## src/rtl/rsa_keygen_arbiter_if.sv

```systemverilog
// rtl/rsa_keygen_arbiter_if.sv - request, engine and response channels of the RSA key-generation arbiter
//
// Purpose: bundles every non-clock signal of rsa_keygen_arbiter.
//   req_*  : two-requester request channel (packed per-requester operands)
//   eng_*  : launch/complete channel to the shared private-key engine
//   rsp_*  : single response channel back to the consumer
//   busy   : arbiter not idle
// Modports: slave = arbiter view, master = environment view.
interface rsa_keygen_arbiter_if #(
  parameter int WIDTH = 8
);
  logic [1:0]         req_valid;
  logic [1:0]         req_ready;
  logic [2*WIDTH-1:0] req_p;
  logic [2*WIDTH-1:0] req_q;
  logic [2*WIDTH-1:0] req_e;

  logic               eng_start;
  logic [WIDTH-1:0]   eng_p;
  logic [WIDTH-1:0]   eng_q;
  logic [WIDTH-1:0]   eng_e;
  logic [2*WIDTH-1:0] eng_d;
  logic [2*WIDTH-1:0] eng_n;
  logic               eng_finish;

  logic               rsp_valid;
  logic               rsp_ready;
  logic               rsp_id;
  logic [2*WIDTH-1:0] rsp_d;
  logic [2*WIDTH-1:0] rsp_n;
  logic [1:0]         rsp_err;

  logic               busy;

  modport slave (
    input  req_valid, req_p, req_q, req_e,
    input  eng_d, eng_n, eng_finish,
    input  rsp_ready,
    output req_ready,
    output eng_start, eng_p, eng_q, eng_e,
    output rsp_valid, rsp_id, rsp_d, rsp_n, rsp_err,
    output busy
  );

  modport master (
    output req_valid, req_p, req_q, req_e,
    output eng_d, eng_n, eng_finish,
    output rsp_ready,
    input  req_ready,
    input  eng_start, eng_p, eng_q, eng_e,
    input  rsp_valid, rsp_id, rsp_d, rsp_n, rsp_err,
    input  busy
  );
endinterface

```

## src/rtl/rsa_keygen_arbiter.sv

```systemverilog
// rtl/rsa_keygen_arbiter.sv - two-requester round-robin front end for a shared RSA private-key engine
//
// Purpose: grants one of two requesters at a time, screens the operands,
// launches the engine, bounds its runtime with a timeout and holds the
// result until the consumer takes it.
// Ports:
//   clk : sole clock, rising edge
//   rst : synchronous active-high reset
//   bus : rsa_keygen_arbiter_if.slave
//         req_valid/req_ready/req_p/req_q/req_e  request channel
//         eng_start/eng_p/eng_q/eng_e            engine launch and operands
//         eng_finish/eng_d/eng_n                 engine completion and results
//         rsp_valid/rsp_ready/rsp_id/rsp_d/rsp_n/rsp_err  response channel
//         busy                                   state is not IDLE
module rsa_keygen_arbiter #(
  parameter int WIDTH   = 8,
  parameter int TIMEOUT = 1024
) (
  input  logic                clk,
  input  logic                rst,
  rsa_keygen_arbiter_if.slave bus
);
  localparam int TW = $clog2(TIMEOUT);
  localparam logic [TW-1:0] TIMER_LAST = TW'(TIMEOUT - 1);

  localparam logic [1:0] S_IDLE   = 2'd0;
  localparam logic [1:0] S_LAUNCH = 2'd1;
  localparam logic [1:0] S_WAIT   = 2'd2;
  localparam logic [1:0] S_RESP   = 2'd3;

  localparam logic [1:0] ERR_OK      = 2'b00;
  localparam logic [1:0] ERR_TIMEOUT = 2'b01;
  localparam logic [1:0] ERR_ILLEGAL = 2'b10;

  logic [1:0]         state_q, state_d;
  logic               ptr_q, ptr_d;
  logic [TW-1:0]      timer_q, timer_d;
  logic               eng_start_q, eng_start_d;
  logic [WIDTH-1:0]   eng_p_q, eng_p_d;
  logic [WIDTH-1:0]   eng_q_q, eng_q_d;
  logic [WIDTH-1:0]   eng_e_q, eng_e_d;
  logic               rsp_valid_q, rsp_valid_d;
  logic               rsp_id_q, rsp_id_d;
  logic [2*WIDTH-1:0] rsp_d_q, rsp_d_d;
  logic [2*WIDTH-1:0] rsp_n_q, rsp_n_d;
  logic [1:0]         rsp_err_q, rsp_err_d;
  logic               busy_q, busy_d;

  logic [1:0]       grant;
  logic             gnt_idx;
  logic             accept;
  logic [WIDTH-1:0] sel_p, sel_q, sel_e;
  logic             legal;

  // Round-robin: the pointed-to requester wins if valid, otherwise the other one.
  always_comb begin
    grant = 2'b00;
    if (ptr_q) begin
      if (bus.req_valid[1])      grant = 2'b10;
      else if (bus.req_valid[0]) grant = 2'b01;
    end else begin
      if (bus.req_valid[0])      grant = 2'b01;
      else if (bus.req_valid[1]) grant = 2'b10;
    end
  end

  assign gnt_idx = grant[1];
  // Gated by rst so no handshake can complete while reset is asserted.
  assign accept  = (state_q == S_IDLE) && (grant != 2'b00) && !rst;

  assign sel_p = gnt_idx ? bus.req_p[2*WIDTH-1:WIDTH] : bus.req_p[WIDTH-1:0];
  assign sel_q = gnt_idx ? bus.req_q[2*WIDTH-1:WIDTH] : bus.req_q[WIDTH-1:0];
  assign sel_e = gnt_idx ? bus.req_e[2*WIDTH-1:WIDTH] : bus.req_e[WIDTH-1:0];

  assign legal = (sel_e != '0) && (sel_p > WIDTH'(1)) && (sel_q > WIDTH'(1));

  always_comb begin
    state_d     = state_q;
    ptr_d       = ptr_q;
    timer_d     = timer_q;
    eng_start_d = 1'b0;
    eng_p_d     = eng_p_q;
    eng_q_d     = eng_q_q;
    eng_e_d     = eng_e_q;
    rsp_id_d    = rsp_id_q;
    rsp_d_d     = rsp_d_q;
    rsp_n_d     = rsp_n_q;
    rsp_err_d   = rsp_err_q;

    case (state_q)
      S_IDLE: begin
        if (accept) begin
          ptr_d    = ~gnt_idx;
          eng_p_d  = sel_p;
          eng_q_d  = sel_q;
          eng_e_d  = sel_e;
          rsp_id_d = gnt_idx;
          rsp_d_d  = '0;
          rsp_n_d  = '0;
          if (legal) begin
            state_d     = S_LAUNCH;
            eng_start_d = 1'b1;
            rsp_err_d   = ERR_OK;
          end else begin
            // Illegal operands bypass the engine entirely.
            state_d   = S_RESP;
            rsp_err_d = ERR_ILLEGAL;
          end
        end
      end
      S_LAUNCH: begin
        timer_d = '0;
        state_d = S_WAIT;
      end
      S_WAIT: begin
        // Finish is checked first so it wins over a same-cycle timeout.
        if (bus.eng_finish) begin
          rsp_d_d   = bus.eng_d;
          rsp_n_d   = bus.eng_n;
          rsp_err_d = ERR_OK;
          state_d   = S_RESP;
        end else if (timer_q == TIMER_LAST) begin
          rsp_d_d   = '0;
          rsp_n_d   = '0;
          rsp_err_d = ERR_TIMEOUT;
          state_d   = S_RESP;
        end else begin
          timer_d = timer_q + 1'b1;
        end
      end
      S_RESP: begin
        if (bus.rsp_ready) state_d = S_IDLE;
      end
      default: state_d = S_IDLE;
    endcase

    rsp_valid_d = (state_d == S_RESP);
    busy_d      = (state_d != S_IDLE);
  end

  always_ff @(posedge clk) begin
    if (rst) begin
      state_q     <= S_IDLE;
      ptr_q       <= 1'b0;
      timer_q     <= '0;
      eng_start_q <= 1'b0;
      eng_p_q     <= '0;
      eng_q_q     <= '0;
      eng_e_q     <= '0;
      rsp_valid_q <= 1'b0;
      rsp_id_q    <= 1'b0;
      rsp_d_q     <= '0;
      rsp_n_q     <= '0;
      rsp_err_q   <= 2'b00;
      busy_q      <= 1'b0;
    end else begin
      state_q     <= state_d;
      ptr_q       <= ptr_d;
      timer_q     <= timer_d;
      eng_start_q <= eng_start_d;
      eng_p_q     <= eng_p_d;
      eng_q_q     <= eng_q_d;
      eng_e_q     <= eng_e_d;
      rsp_valid_q <= rsp_valid_d;
      rsp_id_q    <= rsp_id_d;
      rsp_d_q     <= rsp_d_d;
      rsp_n_q     <= rsp_n_d;
      rsp_err_q   <= rsp_err_d;
      busy_q      <= busy_d;
    end
  end

  assign bus.req_ready = accept ? grant : 2'b00;
  assign bus.eng_start = eng_start_q;
  assign bus.eng_p     = eng_p_q;
  assign bus.eng_q     = eng_q_q;
  assign bus.eng_e     = eng_e_q;
  assign bus.rsp_valid = rsp_valid_q;
  assign bus.rsp_id    = rsp_id_q;
  assign bus.rsp_d     = rsp_d_q;
  assign bus.rsp_n     = rsp_n_q;
  assign bus.rsp_err   = rsp_err_q;
  assign bus.busy      = busy_q;
endmodule

```

## src/flat_wrapper.sv

```systemverilog
// flat-port wrapper written by rule: the top's interface ports become plain ports
module rsa_keygen_arbiter_flat 
#(
  parameter int WIDTH   = 8,
  parameter int TIMEOUT = 1024
)
  (clk, rst, bus_req_valid, bus_req_p, bus_req_q, bus_req_e, bus_eng_d, bus_eng_n, bus_eng_finish, bus_rsp_ready, bus_req_ready, bus_eng_start, bus_eng_p, bus_eng_q, bus_eng_e, bus_rsp_valid, bus_rsp_id, bus_rsp_d, bus_rsp_n, bus_rsp_err, bus_busy);
  rsa_keygen_arbiter_if #(.WIDTH(WIDTH)) bus_i ();
  input  logic clk;
  input  logic rst;
  input wire logic [$bits(bus_i.req_valid)-1:0] bus_req_valid;
  input wire logic [$bits(bus_i.req_p)-1:0] bus_req_p;
  input wire logic [$bits(bus_i.req_q)-1:0] bus_req_q;
  input wire logic [$bits(bus_i.req_e)-1:0] bus_req_e;
  input wire logic [$bits(bus_i.eng_d)-1:0] bus_eng_d;
  input wire logic [$bits(bus_i.eng_n)-1:0] bus_eng_n;
  input wire logic [$bits(bus_i.eng_finish)-1:0] bus_eng_finish;
  input wire logic [$bits(bus_i.rsp_ready)-1:0] bus_rsp_ready;
  output wire logic [$bits(bus_i.req_ready)-1:0] bus_req_ready;
  output wire logic [$bits(bus_i.eng_start)-1:0] bus_eng_start;
  output wire logic [$bits(bus_i.eng_p)-1:0] bus_eng_p;
  output wire logic [$bits(bus_i.eng_q)-1:0] bus_eng_q;
  output wire logic [$bits(bus_i.eng_e)-1:0] bus_eng_e;
  output wire logic [$bits(bus_i.rsp_valid)-1:0] bus_rsp_valid;
  output wire logic [$bits(bus_i.rsp_id)-1:0] bus_rsp_id;
  output wire logic [$bits(bus_i.rsp_d)-1:0] bus_rsp_d;
  output wire logic [$bits(bus_i.rsp_n)-1:0] bus_rsp_n;
  output wire logic [$bits(bus_i.rsp_err)-1:0] bus_rsp_err;
  output wire logic [$bits(bus_i.busy)-1:0] bus_busy;
  assign bus_i.req_valid = bus_req_valid;
  assign bus_i.req_p = bus_req_p;
  assign bus_i.req_q = bus_req_q;
  assign bus_i.req_e = bus_req_e;
  assign bus_i.eng_d = bus_eng_d;
  assign bus_i.eng_n = bus_eng_n;
  assign bus_i.eng_finish = bus_eng_finish;
  assign bus_i.rsp_ready = bus_rsp_ready;
  assign bus_req_ready = bus_i.req_ready;
  assign bus_eng_start = bus_i.eng_start;
  assign bus_eng_p = bus_i.eng_p;
  assign bus_eng_q = bus_i.eng_q;
  assign bus_eng_e = bus_i.eng_e;
  assign bus_rsp_valid = bus_i.rsp_valid;
  assign bus_rsp_id = bus_i.rsp_id;
  assign bus_rsp_d = bus_i.rsp_d;
  assign bus_rsp_n = bus_i.rsp_n;
  assign bus_rsp_err = bus_i.rsp_err;
  assign bus_busy = bus_i.busy;
  rsa_keygen_arbiter #(.WIDTH(WIDTH), .TIMEOUT(TIMEOUT)) u_core (.clk(clk), .rst(rst), .bus(bus_i));
endmodule
```

## config.mk

```make
export PLATFORM = sky130hd
export DESIGN_NAME = rsa_keygen_arbiter_flat
export DESIGN_NICKNAME = d
export VERILOG_FILES = /design/src/rtl/rsa_keygen_arbiter_if.sv /design/src/rtl/rsa_keygen_arbiter.sv /design/src/flat_wrapper.sv
export SDC_FILE = /design/constraint.sdc
export NUM_CORES = 1
export LEC_CHECK = 0
export BUFFER_PORTS_ARGS = -buffer_cell sky130_fd_sc_hd__buf_2
export CORE_MARGIN = 5
export CORE_UTILIZATION = 42
export DETAILED_ROUTE_END_ITERATION = 10
export HOLD_SLACK_MARGIN = 0.02
export PLACE_DENSITY = 0.77
export SLEW_MARGIN = 10
export SYNTH_ARGS = -nofsm -noshare
export SYNTH_HDL_FRONTEND = slang
export SYNTH_SLANG_ARGS = --single-unit
```

## constraint.sdc

```tcl
create_clock -name clk -period 1.4 [get_ports clk]
set_input_delay 0.07 -clock clk [delete_from_list [all_inputs] [get_ports clk]]
set_output_delay 0.07 -clock clk [all_outputs]
set_load 0.005 [all_outputs]
```

Word level (Yosys, flattened, before mapping):

Index checks and enable logic that the tools add are counted.

* order comparisons: 2
* reductions and logical operators: 15
* add/sub/neg operators: 1
* bitwise operators: 3
* equal/unequal tests: 9
* mux-type cells: 30

Operators with widths (number)
* 16-bit 2-to-1 mux: 4
* 16-bit one-hot mux with 2 select lines: 2
* 2-bit 2-to-1 mux: 14
* 8-bit 2-to-1 mux: 3
* 10-bit 2-to-1 mux: 2
* 10-bit one-hot mux with 2 select lines: 1
* 8-bit by 1-bit > comparator with 1-bit output, second input constant: 2
* 10-bit by 1-bit adder with 10-bit output, second input constant: 1
* 10-bit == test, second input constant: 1
* 2-bit one-hot mux with 4 select lines: 1
* 2-bit nonzero test: 4
* 8-bit nonzero test: 1
* 2-bit == test, second input constant: 3
* 3-bit AND reduction: 2
* 1-bit logical AND: 4
* 2-bit inequality test, second input constant: 2
* 2-bit one-hot mux with 2 select lines: 1
* 3-bit by 2-bit inequality test with 1-bit output, second input constant: 1
* 1-bit NOT: 3
* 3-bit OR reduction: 1
* 2-bit by 1-bit == test with 1-bit output, second input constant: 1
* 2-bit zero test: 1
* 1-bit 2-to-1 mux: 2
* 2-bit by 1-bit inequality test with 1-bit output, second input constant: 1
* other kinds (2): 2

* input port bits: 86
* register bits: 75

Logic depth before layout (Yosys ltp):

* depth in word-level cells: 11
* depth in mapped cells: 7
* mapped depth without buffers: 6

Worst setup path after synthesis:

No wires, ideal clock.

* path kind: register to register
* start point: reg u_core.timer_q[0]
* end point: reg u_core.rsp_d_q[10] (netlist: u_core.bus.rsp_d[10])
* stages on the path, launching flop included: 8
* setup slack: -0.150 ns
* period minus slack after synthesis: 1.550 ns
* arrival time: 1.422 ns
* buffers on the path: 1
* cell sequence: dfxtp_1 ha_1 a21oi_1 a21oi_1 o211ai_4 buf_6 a22oi_1 nor2_1

* cells in the longest elaborated chain, start to end: 3

Ends and longest elaborated chain
* start, declared: RTL line rsa_keygen_arbiter.sv:37 `logic [TW-1:0] timer_q, timer_d;`
* start signal, assigned: RTL line rsa_keygen_arbiter.sv:159 `timer_q <= timer_d;`
* 10-bit == test: RTL line rsa_keygen_arbiter.sv:122 `end else if (timer_q == TIMER_LAST) begin`
* 3-bit by 2-bit inequality test with 1-bit output (no source line)
* 3-bit AND reduction (no source line)
* end signal, assigned: RTL line rsa_keygen_arbiter.sv:166 `rsp_d_q <= rsp_d_d;`
* end, declared: RTL line rsa_keygen_arbiter.sv:44 `logic [2*WIDTH-1:0] rsp_d_q, rsp_d_d;`

Every way passes these cells.
A chain may end at the register's enable or synchronous reset.

Worst setup path after layout:

* start point: reg u_core.timer_q[1]
* end point: reg u_core.rsp_n_q[10] (netlist: u_core.bus.rsp_n[10])

* cells in the longest elaborated chain, start to end: 3

Ends and longest elaborated chain
* 10-bit == test: RTL line rsa_keygen_arbiter.sv:122
* 3-bit by 2-bit inequality test with 1-bit output (no source line)
* 3-bit AND reduction (no source line)
* end signal, assigned: RTL line rsa_keygen_arbiter.sv:167 `rsp_n_q <= rsp_n_d;`
* end, declared: RTL line rsa_keygen_arbiter.sv:45 `logic [2*WIDTH-1:0] rsp_n_q, rsp_n_d;`

Every way passes these cells.

==> results_dict.tcl <==
set metrics [dict create \
    outcome "finished with violations" \
    failed_checks "setup timing" \
    final_area_um2 5120 \
    dr_wl_met2_mm 5.48 \
    wl_met1_mm 4.06 \
    crit_slowest_cell "dfxtp_2" \
    area_growth_pct 57.7 \
    rsz0062_at_grt "yes" \
    dpl_worst_slack_ns -0.182 \
    startpoint_type "flip-flop" \
    cp_max_fo 26 \
    diodes 0 \
    wl_met3_um 753 \
    dieArea_um2 9590 \
    reg2regPathDepth 7 \
    fp.dieH_um 97.9 \
    dp_hpwl_mm 6.97 \
    fmax_mhz 692 \
    multi_input_area_um2 1710 \
    yosysSeqAreaShare 0.463 \
    synth_top_area_cell "dfxtp_1" \
    reg2reg_setup_slack_ns -0.05 \
    final_util 0.673 \
    cts-root-buf "clkbuf_8" \
    worst_slack_ns -0.0459 \
    grt_pass1_vias 3406 \
    synth_edf_count 0 \
    synth_warnings 0 \
    synth_top_cell_area_share 0.463 \
    coreArea_um2 7610 \
    grt_max_degree 41 \
    hp-start "bus_req_p[8]" \
    drv_cap 0 \
    top_layer "met4" \
    criticalPathCategory "reg -> reg" \
    relSlewSlack 0.687 \
    maxSlewViolCount 0 \
    cts-buffers-inserted 9 \
    timing.final.crit_share 1.03 \
    cts_sinks 75 \
    wl_per_cell_um 16.0 \
    dpl-instance-area_um2 4310 \
    synthesis.nets 424 \
    synth_commonest_cells "dfxtp_1 (75), nor2_1 (68), a22oi_1 (27), a211oi_1 (24), mux2i_1 (24)" \
    required_ns 1.62 \
    synth_cell_type_count 50 \
    initial_core_util 0.427 \
    insertion_delay_ns 0.35 \
    setup_viol 31 \
    vias 3377 \
    die_x_um 97.9 \
    period_needed_ns 1.45 \
    row_count 32 \
    worst_slew_pin_slew_ns 0.464 \
    cp-end-kind "flip-flop" \
    first_pass_iters 4 \
    synth.cell_area_um2 3250 \
    grt_pass1_wl_mm 16.2 \
    antenna_found_initial 0 \
    synth_seq_cells 75 \
    seqCellArea_um2 1520 \
    overflow 0 \
    clk_pin_slew_ns 0.08 \
    ant_nets 0 \
    hold_viol_final 0 \
    r2r-start "u_core.timer_q[1]" \
    fill_cells 593 \
    crit_path_cell_trace "ha_4, a21oi_2, a21oi_2, o211ai_4, buf_12, a22oi_1, nor2_1" \
    setup_tns_ns -0.640 \
    synth.area.top_cells "dfxtp_1 (46%), nor2_1 (7.9%), mux2i_1 (7.4%)" \
    whs_endpoint "u_core.bus.eng_p[0]" \
    critPathArrivalTime_ns 1.67 \
    max_stage_delay_ns 0.36 \
    track_usage 0.204 \
    place_congestion 0.902 \
    peakVddDrop_mv 0.756 \
    io_pins 150 \
    postSynthAreaPerCell_um2 9.63 \
    ctsHtreeMaxLevel 3 \
    p_per_area_nw_per_um2 1080 \
    min_path_cells 3 \
    layout-drive-gt1-share 0.473 \
    wl_mm 10.5 \
    hp-class "in -> reg" \
    clock_skew_ns 0.0156 \
    cp_common_cell "a21oi_2" \
    synth.most_common_cell "dfxtp_1" \
    synthFlopType "dfxtp_1" \
    rr_endpoint "u_core.bus.rsp_n[10]" \
    numPortBuffers 149 \
    drtIter0Drc 147 \
    nets 638 \
    synthArstFlopShare 0 \
    synth_cells 337 \
    cts_tree "built" \
    drt_drc_violations_left 0 \
    clock_path_buffers 2 \
    leakage_nw 2.34 \
    drt-vias-per-instance 5.13 \
]
-- critical path, delay by kind of cell (launching register included) --
family	cells	cell delay [ns]
AO/OA/AOI/OAI	4	0.54
adder cells (fa/ha/maj)	1	0.16
buffers and inverters	1	0.18
flip-flops	1	0.36
AND/OR/NAND/NOR	1	0.06
-- sequential cells by signal, indices dropped and copies added, names as in the netlist --
register	cells
u_core.bus.rsp_id	1
u_core.bus.eng_p	8
u_core.bus.rsp_n	16
u_core.bus.busy	1
u_core.bus.rsp_d	16
u_core.bus.rsp_valid	1
u_core.ptr_q	1
u_core.bus.eng_e	8
u_core.timer_q	10
u_core.bus.eng_q	8
u_core.state_q	2
u_core.bus.eng_start	1
u_core.bus.rsp_err	2
-- metrics by stage --
stage          power, mW  hold slack [ns]  std cells
3_5_place_dp        3.73            0.313        596
4_1_cts             5.38           0.0563        647
6_report            5.51           0.0594        658
5_1_grt             5.80           0.0760        658
2_1_floorplan       3.17            0.137        337
3_3_place_gp        3.69            0.303        596
-- final cells by class --
cell class | instances | area share
inverter | 5 | 0.00367
multi-input combinational | 232 | 0.335
clock inverter | 7 | 0.0112
timing repair buffer | 228 | 0.304
clock buffer | 9 | 0.0242
sequential | 75 | 0.297
tap | 102 | 0.0249
-- cells by family after synthesis --
| family | share of synthesized area |
|---|---|
| DFF | 0.463 |
| xor gates and xnor gates | 0.0135 |
| adders and majority gates | 0.00385 |
| muxes | 0.0740 |
| buffers and inverters | 0.0559 |
| AOI/OAI and AO/OA | 0.227 |
| and+or+nand+nor | 0.163 |
-- power breakdown --
group          internal [mW]  switching, mW
registers               2.32          0.118
clock network          0.671          0.881
logic                  0.781          0.739
-- cell usage in the layout (no fill, tap or decap), types with 2 or more instances in the layout --
master / Yosys / layout
dfxtp_2: 0 / 10
xnor2_1: 3 / 3
clkbuf_8: 0 / 9
clkbuf_16: 0 / 3
a22oi_2: 5 / 12
a21oi_2: 1 / 3
a211oi_1: 24 / 21
o21ai_0: 7 / 6
xor2_1: 2 / 2
dfxtp_1: 75 / 63
a21o_1: 2 / 2
mux2i_1: 24 / 23
nand2_1: 7 / 6
o21ai_1: 2 / 2
buf_2: 7 / 150
nand3_1: 5 / 4
buf_4: 4 / 30
or4_1: 4 / 4
nand3b_1: 2 / 2
nor2_1: 68 / 67
nor3_2: 0 / 2
inv_6: 0 / 3
buf_6: 6 / 7
nor3_1: 4 / 2
o41ai_1: 2 / 2
or3_1: 2 / 2
inv_1: 5 / 5
clkinvlp_4: 0 / 2
a22oi_1: 27 / 20
nor4_1: 7 / 7
a21oi_1: 9 / 7
dfxtp_4: 0 / 2
a211oi_2: 0 / 3
buf_12: 0 / 4
dlygate4sd3_1: 0 / 33
-- worst max path at each step --
stage                      start                    to  depth (start not counted)
2_1_floorplan  u_core.timer_q[8]  u_core.bus.rsp_d[10]                          6
5_1_grt        u_core.timer_q[1]  u_core.bus.rsp_d[11]                          7
6_report       u_core.timer_q[1]  u_core.bus.rsp_n[10]                          7
4_1_cts        u_core.timer_q[6]  u_core.bus.rsp_n[10]                          6
3_3_place_gp        bus_req_p[2]  u_core.bus.eng_start                          5
3_5_place_dp       bus_req_p[10]  u_core.bus.eng_start                          6
-- timing repair --
item / in CTS / in global routing
gates resized for setup: 19 / 19
hold buffers: 33 / 0
gates cloned: 0 / 5
setup buffers: 2 / 6
hold endpoints to repair: 33 / 0
pin swaps: 3 / 3
endpoints found under the setup margin: 69 / 52
-- layer usage --
metal	vias to the layer above	GRT usage
li1	1664	-
met1	1541	0.228
met2	149	0.371
met3	23	0.0521
met4	0	0.0777
met5	-	0
Note: power is estimated with default switching activity, not from simulation.
